**config.mk**
```make
export PLATFORM = sky130hd
export DESIGN_NAME = stage4_decode_queue
export DESIGN_NICKNAME = d
export VERILOG_FILES = /design/src/rtl/stage4_decode_queue_pkg.sv /design/src/rtl/stage4_decode_queue.sv
export SDC_FILE = /design/constraint.sdc
export NUM_CORES = 1
export LEC_CHECK = 0
export CORE_ASPECT_RATIO = 0.9
export CORE_MARGIN = 2
export CORE_UTILIZATION = 32
export CTS_CLUSTER_DIAMETER = 100
export DETAILED_ROUTE_END_ITERATION = 10
export GPL_TIMING_DRIVEN = 0
export PLACE_DENSITY = 0.53
export SYNTH_ARGS = -nofsm -noshare
export SYNTH_HDL_FRONTEND = slang
export SYNTH_SLANG_ARGS = --single-unit
```
**constraint.sdc**
```tcl
create_clock -name CLK -period 6.24 [get_ports CLK]
set_input_delay 1.248 -clock CLK [delete_from_list [all_inputs] [get_ports CLK]]
set_output_delay 1.248 -clock CLK [all_outputs]
set_load 0.02 [all_outputs]
```
**src/rtl/stage4_decode_queue_pkg.sv**
```systemverilog
// Stage-4 pipeline shared types: decode-to-execute bundle and default queue depth.
package stage4_decode_queue_pkg;

  localparam int unsigned XLEN        = 32;
  localparam int unsigned QUEUE_DEPTH = 4;

  typedef enum logic [2:0] {
    ALU_ADD  = 3'd0,
    ALU_SUB  = 3'd1,
    ALU_AND  = 3'd2,
    ALU_OR   = 3'd3,
    ALU_XOR  = 3'd4,
    ALU_SLL  = 3'd5,
    ALU_SRL  = 3'd6,
    ALU_PASS = 3'd7
  } alu_op_e;

  typedef struct packed {
    alu_op_e    alu_op;
    logic [4:0] rd;
    logic [4:0] rs1;
    logic [4:0] rs2;
    logic       reg_wen;
    logic       mem_ren;
    logic       mem_wen;
    logic       branch;
  } decode_ctrl_t;

  typedef struct packed {
    logic [XLEN-1:0] pc;
    logic [XLEN-1:0] instr;
    decode_ctrl_t    ctrl;
    logic            vsetvl;
  } decode_ex_t;

endpackage

```
**src/rtl/stage4_decode_queue.sv**
```systemverilog
// Circular instruction buffer between decode and execute with stall/flush control.
module stage4_decode_queue
  import stage4_decode_queue_pkg::*;
#(
  parameter int unsigned DEPTH   = QUEUE_DEPTH,
  parameter int unsigned ENTRY_W = $bits(decode_ex_t)
) (
  input  logic                       CLK,
  input  logic                       nRST,
  input  logic                       queue_wen,
  input  logic [ENTRY_W-1:0]         wdata,
  input  logic                       stall_queue,
  input  logic                       flush_queue,
  output logic [ENTRY_W-1:0]         rdata,
  output logic                       rvalid,
  output logic                       is_queue_full,
  output logic                       is_queue_empty,
  output logic [$clog2(DEPTH+1)-1:0] count
);

  localparam int unsigned PTR_W = $clog2(DEPTH);
  localparam int unsigned CNT_W = $clog2(DEPTH + 1);

  logic [ENTRY_W-1:0] mem [DEPTH];
  logic [PTR_W-1:0]   rptr;
  logic [PTR_W-1:0]   wptr;
  logic               push;
  logic               pop;

  // Pointer advance with explicit wrap so non-power-of-two depths work.
  function automatic logic [PTR_W-1:0] ptr_inc(input logic [PTR_W-1:0] p);
    return (p == PTR_W'(DEPTH - 1)) ? '0 : p + PTR_W'(1);
  endfunction

  // Status and head outputs derive from registers only.
  assign rvalid         = (count != '0);
  assign is_queue_empty = (count == '0);
  assign is_queue_full  = (count == CNT_W'(DEPTH));
  assign rdata          = mem[rptr];

  // Flush overrides everything; a push while full only succeeds alongside a pop.
  always_comb begin
    pop  = 1'b0;
    push = 1'b0;
    pop  = rvalid && !stall_queue && !flush_queue;
    push = queue_wen && !flush_queue && (!is_queue_full || pop);
  end

  // Pointer and occupancy tracking.
  always_ff @(posedge CLK or negedge nRST) begin
    if (!nRST) begin
      rptr  <= '0;
      wptr  <= '0;
      count <= '0;
    end else if (flush_queue) begin
      rptr  <= '0;
      wptr  <= '0;
      count <= '0;
    end else begin
      if (pop) begin
        rptr <= ptr_inc(rptr);
      end
      if (push) begin
        wptr <= ptr_inc(wptr);
      end
      if (push && !pop) begin
        count <= count + CNT_W'(1);
      end else if (pop && !push) begin
        count <= count - CNT_W'(1);
      end
    end
  end

  // Entry storage; cleared on reset but left intact by flush.
  always_ff @(posedge CLK or negedge nRST) begin
    if (!nRST) begin
      for (int i = 0; i < int'(DEPTH); i++) begin
        mem[i] <= '0;
      end
    end else if (push) begin
      mem[wptr] <= wdata;
    end
  end

endmodule

```
Word-level counts from Yosys, hierarchy flattened

Index checks and enable logic that the tools add are counted.

Bitwise gates (word level): 2
Reductions and logical operators: 18
Equal/unequal tests: 3
Order comparisons: 3
Multiplexer cells: 15
Add/sub/neg operators: 4

Operators by type and width:

| kind                | count |
|---|---|
| $bwmux 348          | 1 |
| $mux 87             | 3 |
| $bmux 87 s2         | 1 |
| $demux 87 s2        | 1 |
| $mux 2              | 6 |
| $mux 3              | 3 |
| $logic_and 1x1->1   | 7 |
| $ge 3x3->1 const B  | 2 |
| $not 2->3           | 2 |
| $reduce_bool 3->1   | 2 |
| $logic_not 1->1     | 5 |
| $add 2x1->2 const B | 2 |
| $eq 2x2->1 const B  | 2 |
| $reduce_bool 2->1   | 2 |
| $add 3x1->3 const B | 1 |
| $eq 3x3->1 const B  | 1 |
| $logic_not 3->1     | 1 |
| $lt 3x1->1 const B  | 1 |
| $sub 3x1->3 const B | 1 |
| $logic_or 1x1->1    | 1 |

Register bits: 355
Word-level logic and storage cells: 52
Output and inout port bits: 93

Longest topological paths before layout

Word-level depth: 10
Mapped depth: 8
Gate-level depth less buffers: 6

Least setup slack after synthesis

No wires, ideal clock.

Path kind: reg-to-output
Start point: register rptr[0]
End point: output port rdata[72]
Cell stages (with the launch flop): 5
Arrival time: 1732 ps
Data required time: 4992 ps
Buffers on the path: 3
Slack: 3260 ps
Cells stage by stage: dfrtp_1 > clkbuf_1 > buf_2 > buf_2 > mux4_2

Word-level cells in the longest chain between the ends: 4

RTL lines:

| element                                    | RTL line                  | RTL |
|---|---|---|
| start: declaration                         | stage4_decode_queue.sv:25 | `logic [PTR_W-1:0] rptr;` |
| start signal: assignment                   | stage4_decode_queue.sv:61 | `rptr <= ptr_inc(rptr);` |
| $not 2->3 (implied by the code)            | stage4_decode_queue.sv:39 | `assign rdata = mem[rptr];` |
| $bmux 87 s2                                | stage4_decode_queue.sv:39 |  |
| $mux 87 (implied by the code) (2 in a row) | stage4_decode_queue.sv:39 |  |
| end: declaration                           | stage4_decode_queue.sv:14 | `output logic [ENTRY_W-1:0] rdata,` |

No other way between the ends. The select of a mux whose other input is x is not followed.

Final worst setup path

Start point: register rptr[1]
End point: output port rdata[69]

The elaborated chain is that of the path after synthesis.

==> impl_metrics.ini <==
[run_status]
run_status = finished, final reports clean

[finish]
area_growth_pct = 25.7
regArea_sq_um = 8880
final_cells = 1786
fin_nets = 1230
multi_input_area_sq_um = 6270
drive_gt1_share_pct = 37.1
nFillCells = 4448

[drt]
wl_um = 36100
drc = 0
vias_per_cell = 4.85
post_drt_wl_per_cell_um = 20.2
drtIter0Drc = 409
antenna_left = 0
drtPass1Iterations = 4
num_vias = 8666

[worst_setup_path]
worst-r2r-cell-count = 5
crit_path_end_kind = output port
crit_path_max_fanout = 10
worstPathArrival_ns = 3.67
worstSetupPathType = reg -> out
start_kind = flop
cp.required_ns = 4.99

[clock_network]
hold_buffers = 0
postCtsSetupBuffers = 0
cts_resized = 0
cts_sinks = 355
path_clk_slew_ns = 0.06
numCtsBuffers = 41
htree_levels = 2
cts_root_buffer = clkbuf_16
tritoncts = yes
worstSkewPairLatency_ns = 0.55
cts.path.max_buffers = 3

[floorplan]
die_w_um = 236
pin_count = 185
start_util_pct = 32.4
die_h_um = 213
rows = 76
die_area_sq_um = 50400
core_sq_um = 47900

[placement]
gp_congestion = 0.733
hpwl_um = 23500
portBuffers = 182
dp_cells = 1713

[synthesis]
avgSynthCellArea_sq_um = 17.2
muxShareOfSynthArea_pct = 37.9
ys.flop_type = dfrtp_1
synthesis.area_sq_um = 15600
synth_top_cell_area_share_pct = 57.1
yosysWarnings = 0
synth-xor-area-share_pct = 0.0563
seq_area_frac_synth_pct = 57.1
synth_compound_area_share_pct = 0.571
synth_edf_count = 0
yosys.area_share.simple_pct = 1.23
ys_types = 29
synth_top_family_by_area = multiplexers
synth_commonest_cells = dfrtp_1, mux2_2, mux2_1
synthArstFlopShare_pct = 100
synth_adder_area_share_pct = 0.531
synth_top_area_cell = dfrtp_1
postSynthCellCount = 904
syn_nets = 1002
synth_most_common_cell = dfrtp_1
ys_ff_latch = 355
synth.area.top_cells = dfrtp_1, mux2_2, mux4_2

[sta]
slew_headroom_pct = 35.5
setup_viol = 0
skew_ns = 0.0129
finalHoldViolCount = 0
slew_violations = 0
worstMarginPinSlew_ns = 0.967
period_needed_ns = 4.91
timing.fmax_mhz = 204
fin_crit_sh_pct = 78.7
rsz0062_at_grt = false

[power]
peakVddDrop_uv = 209
fin_total_pwr_uw = 9110
p_per_area_nw_per_um2 = 466
leakage_uw = 0.00828

[worst_hold_path]
min_path_type = reg -> reg
hold_depth = 1

[global_routing]
grt_antenna_before_repair = 1
grt_pass1_vias = 9447
grt_usage_pct = 14.6
grt_pass1_wl_um = 56600
gr-total-overflow = 0
grt_max_degree = 111

[flow_run]
cap_violations = 0
==> logic make-up (layout without fill, tap and decap cells) <==
kind of cell / count (synthesis) / in the layout
buffers and inverters: 67 / 324
flip-flops: 355 / 355
other: 0 / 1
AND/OR/NAND/NOR: 23 / 23
multiplexers: 437 / 437
AO/OA/AOI/OAI: 15 / 15
adder cells (fa/ha/maj): 6 / 6
XOR/XNOR: 1 / 1
==> flip-flops by register name, summed over array words and instances, names as in the netlist <==
name and count:
mem 348, count 3, rptr 2, wptr 2
==> worst max-delay path, stage by stage, from the launching register on <==
cell and delay, ns:
dfrtp_1 0.34, clkbuf_1 0.50, clkbuf_1 0.65, clkbuf_1 0.62, mux4_2 0.41, clkdlybuf4s50_1 0.59
==> metrics by stage <==
stage	hold slack (ns)	setup TNS, ns	worst slack, ns	area (sq um)	utilization, %
floorplan	0.452	0	3.26	15600	-
global placement	0.463	-4299.83	-12.16	18200	37.9
detailed placement	0.469	0	1.79	18200	38.1
CTS	0.482	0	1.18	19500	40.8
global route	0.494	0	1.11	19500	40.8
finish	0.479	0	1.33	19500	40.8
==> report_power, final <==
group          leakage, uW  switching [uW]  internal [uW]
logic              0.00318            1360           1830
clock network     0.000642             944           1400
registers          0.00446             402           3180
==> per-layer routing <==
metal | GRT usage (%) | part of all wire, % | up-vias
met5 | 0 | 0 | -
met4 | 4.78 | 2.1 | 0
met3 | 2.87 | 3.9 | 52
met2 | 23.5 | 48 | 158
met1 | 20.0 | 46 | 4596
li1 | - | - | 3860
==> final cells by class <==
type	instances	share of cell area, %
diodes	1	0.0128
plain buffers	61	1.91
clock buffers	65	6.34
clock inverters	7	0.326
inverters	6	0.115
multi-input cells	482	32.1
flip-flops and latches	355	45.4
well taps	624	3.99
repair buffers	185	9.77
==> layout by cell type, fill, tap and decap left out <==
| cell | synthesis | final |
|---|---|---|
| and4bb_1 | 1 | 1 |
| buf_2 | 31 | 31 |
| diode_2 | 0 | 1 |
| mux2_1 | 120 | 120 |
| inv_1 | 6 | 6 |
| buf_6 | 12 | 12 |
| and2_1 | 1 | 1 |
| clkbuf_1 | 13 | 27 |
| a221oi_1 | 1 | 1 |
| nor2_1 | 5 | 5 |
| or3_1 | 1 | 1 |
| mux2_2 | 230 | 230 |
| bufinv_16 | 0 | 1 |
| dfrtp_1 | 355 | 355 |
| nor2b_1 | 3 | 3 |
| mux4_2 | 87 | 87 |
| buf_8 | 0 | 1 |
| o21ai_0 | 6 | 6 |
| nand2_1 | 1 | 1 |
| buf_16 | 0 | 3 |
| clkinv_2 | 0 | 5 |
| fa_1 | 1 | 1 |
| a21oi_1 | 5 | 5 |
| buf_1 | 1 | 1 |
| nor3b_4 | 4 | 4 |
| a31oi_1 | 1 | 1 |
| ha_1 | 5 | 5 |
| nand3b_1 | 2 | 2 |
| inv_6 | 0 | 1 |
| clkbuf_8 | 0 | 8 |
| or4_1 | 3 | 3 |
| clkbuf_16 | 0 | 43 |
| buf_4 | 4 | 4 |
| o221ai_1 | 1 | 1 |
| clkdlybuf4s50_1 | 0 | 181 |
| nand2b_1 | 2 | 2 |
| xnor2_1 | 1 | 1 |
| o21ba_2 | 1 | 1 |
==> final timing paths <==
check,startpoint,to,slack (ns)
max in group asynchronous,nRST,mem[293]$_DFFE_PN0P_,4.28
min in group asynchronous,nRST,mem[166]$_DFFE_PN0P_,0.57
max reg2reg,rptr[1]$_DFFE_PN0P_,rptr[1]$_DFFE_PN0P_,3.66
min,mem[160]$_DFFE_PN0P_,mem[160]$_DFFE_PN0P_,0.48
min reg2reg,mem[160]$_DFFE_PN0P_,mem[160]$_DFFE_PN0P_,0.48
max,rptr[1]$_DFFE_PN0P_,rdata[69],1.33
Note: power is estimated with default switching activity, not from simulation.
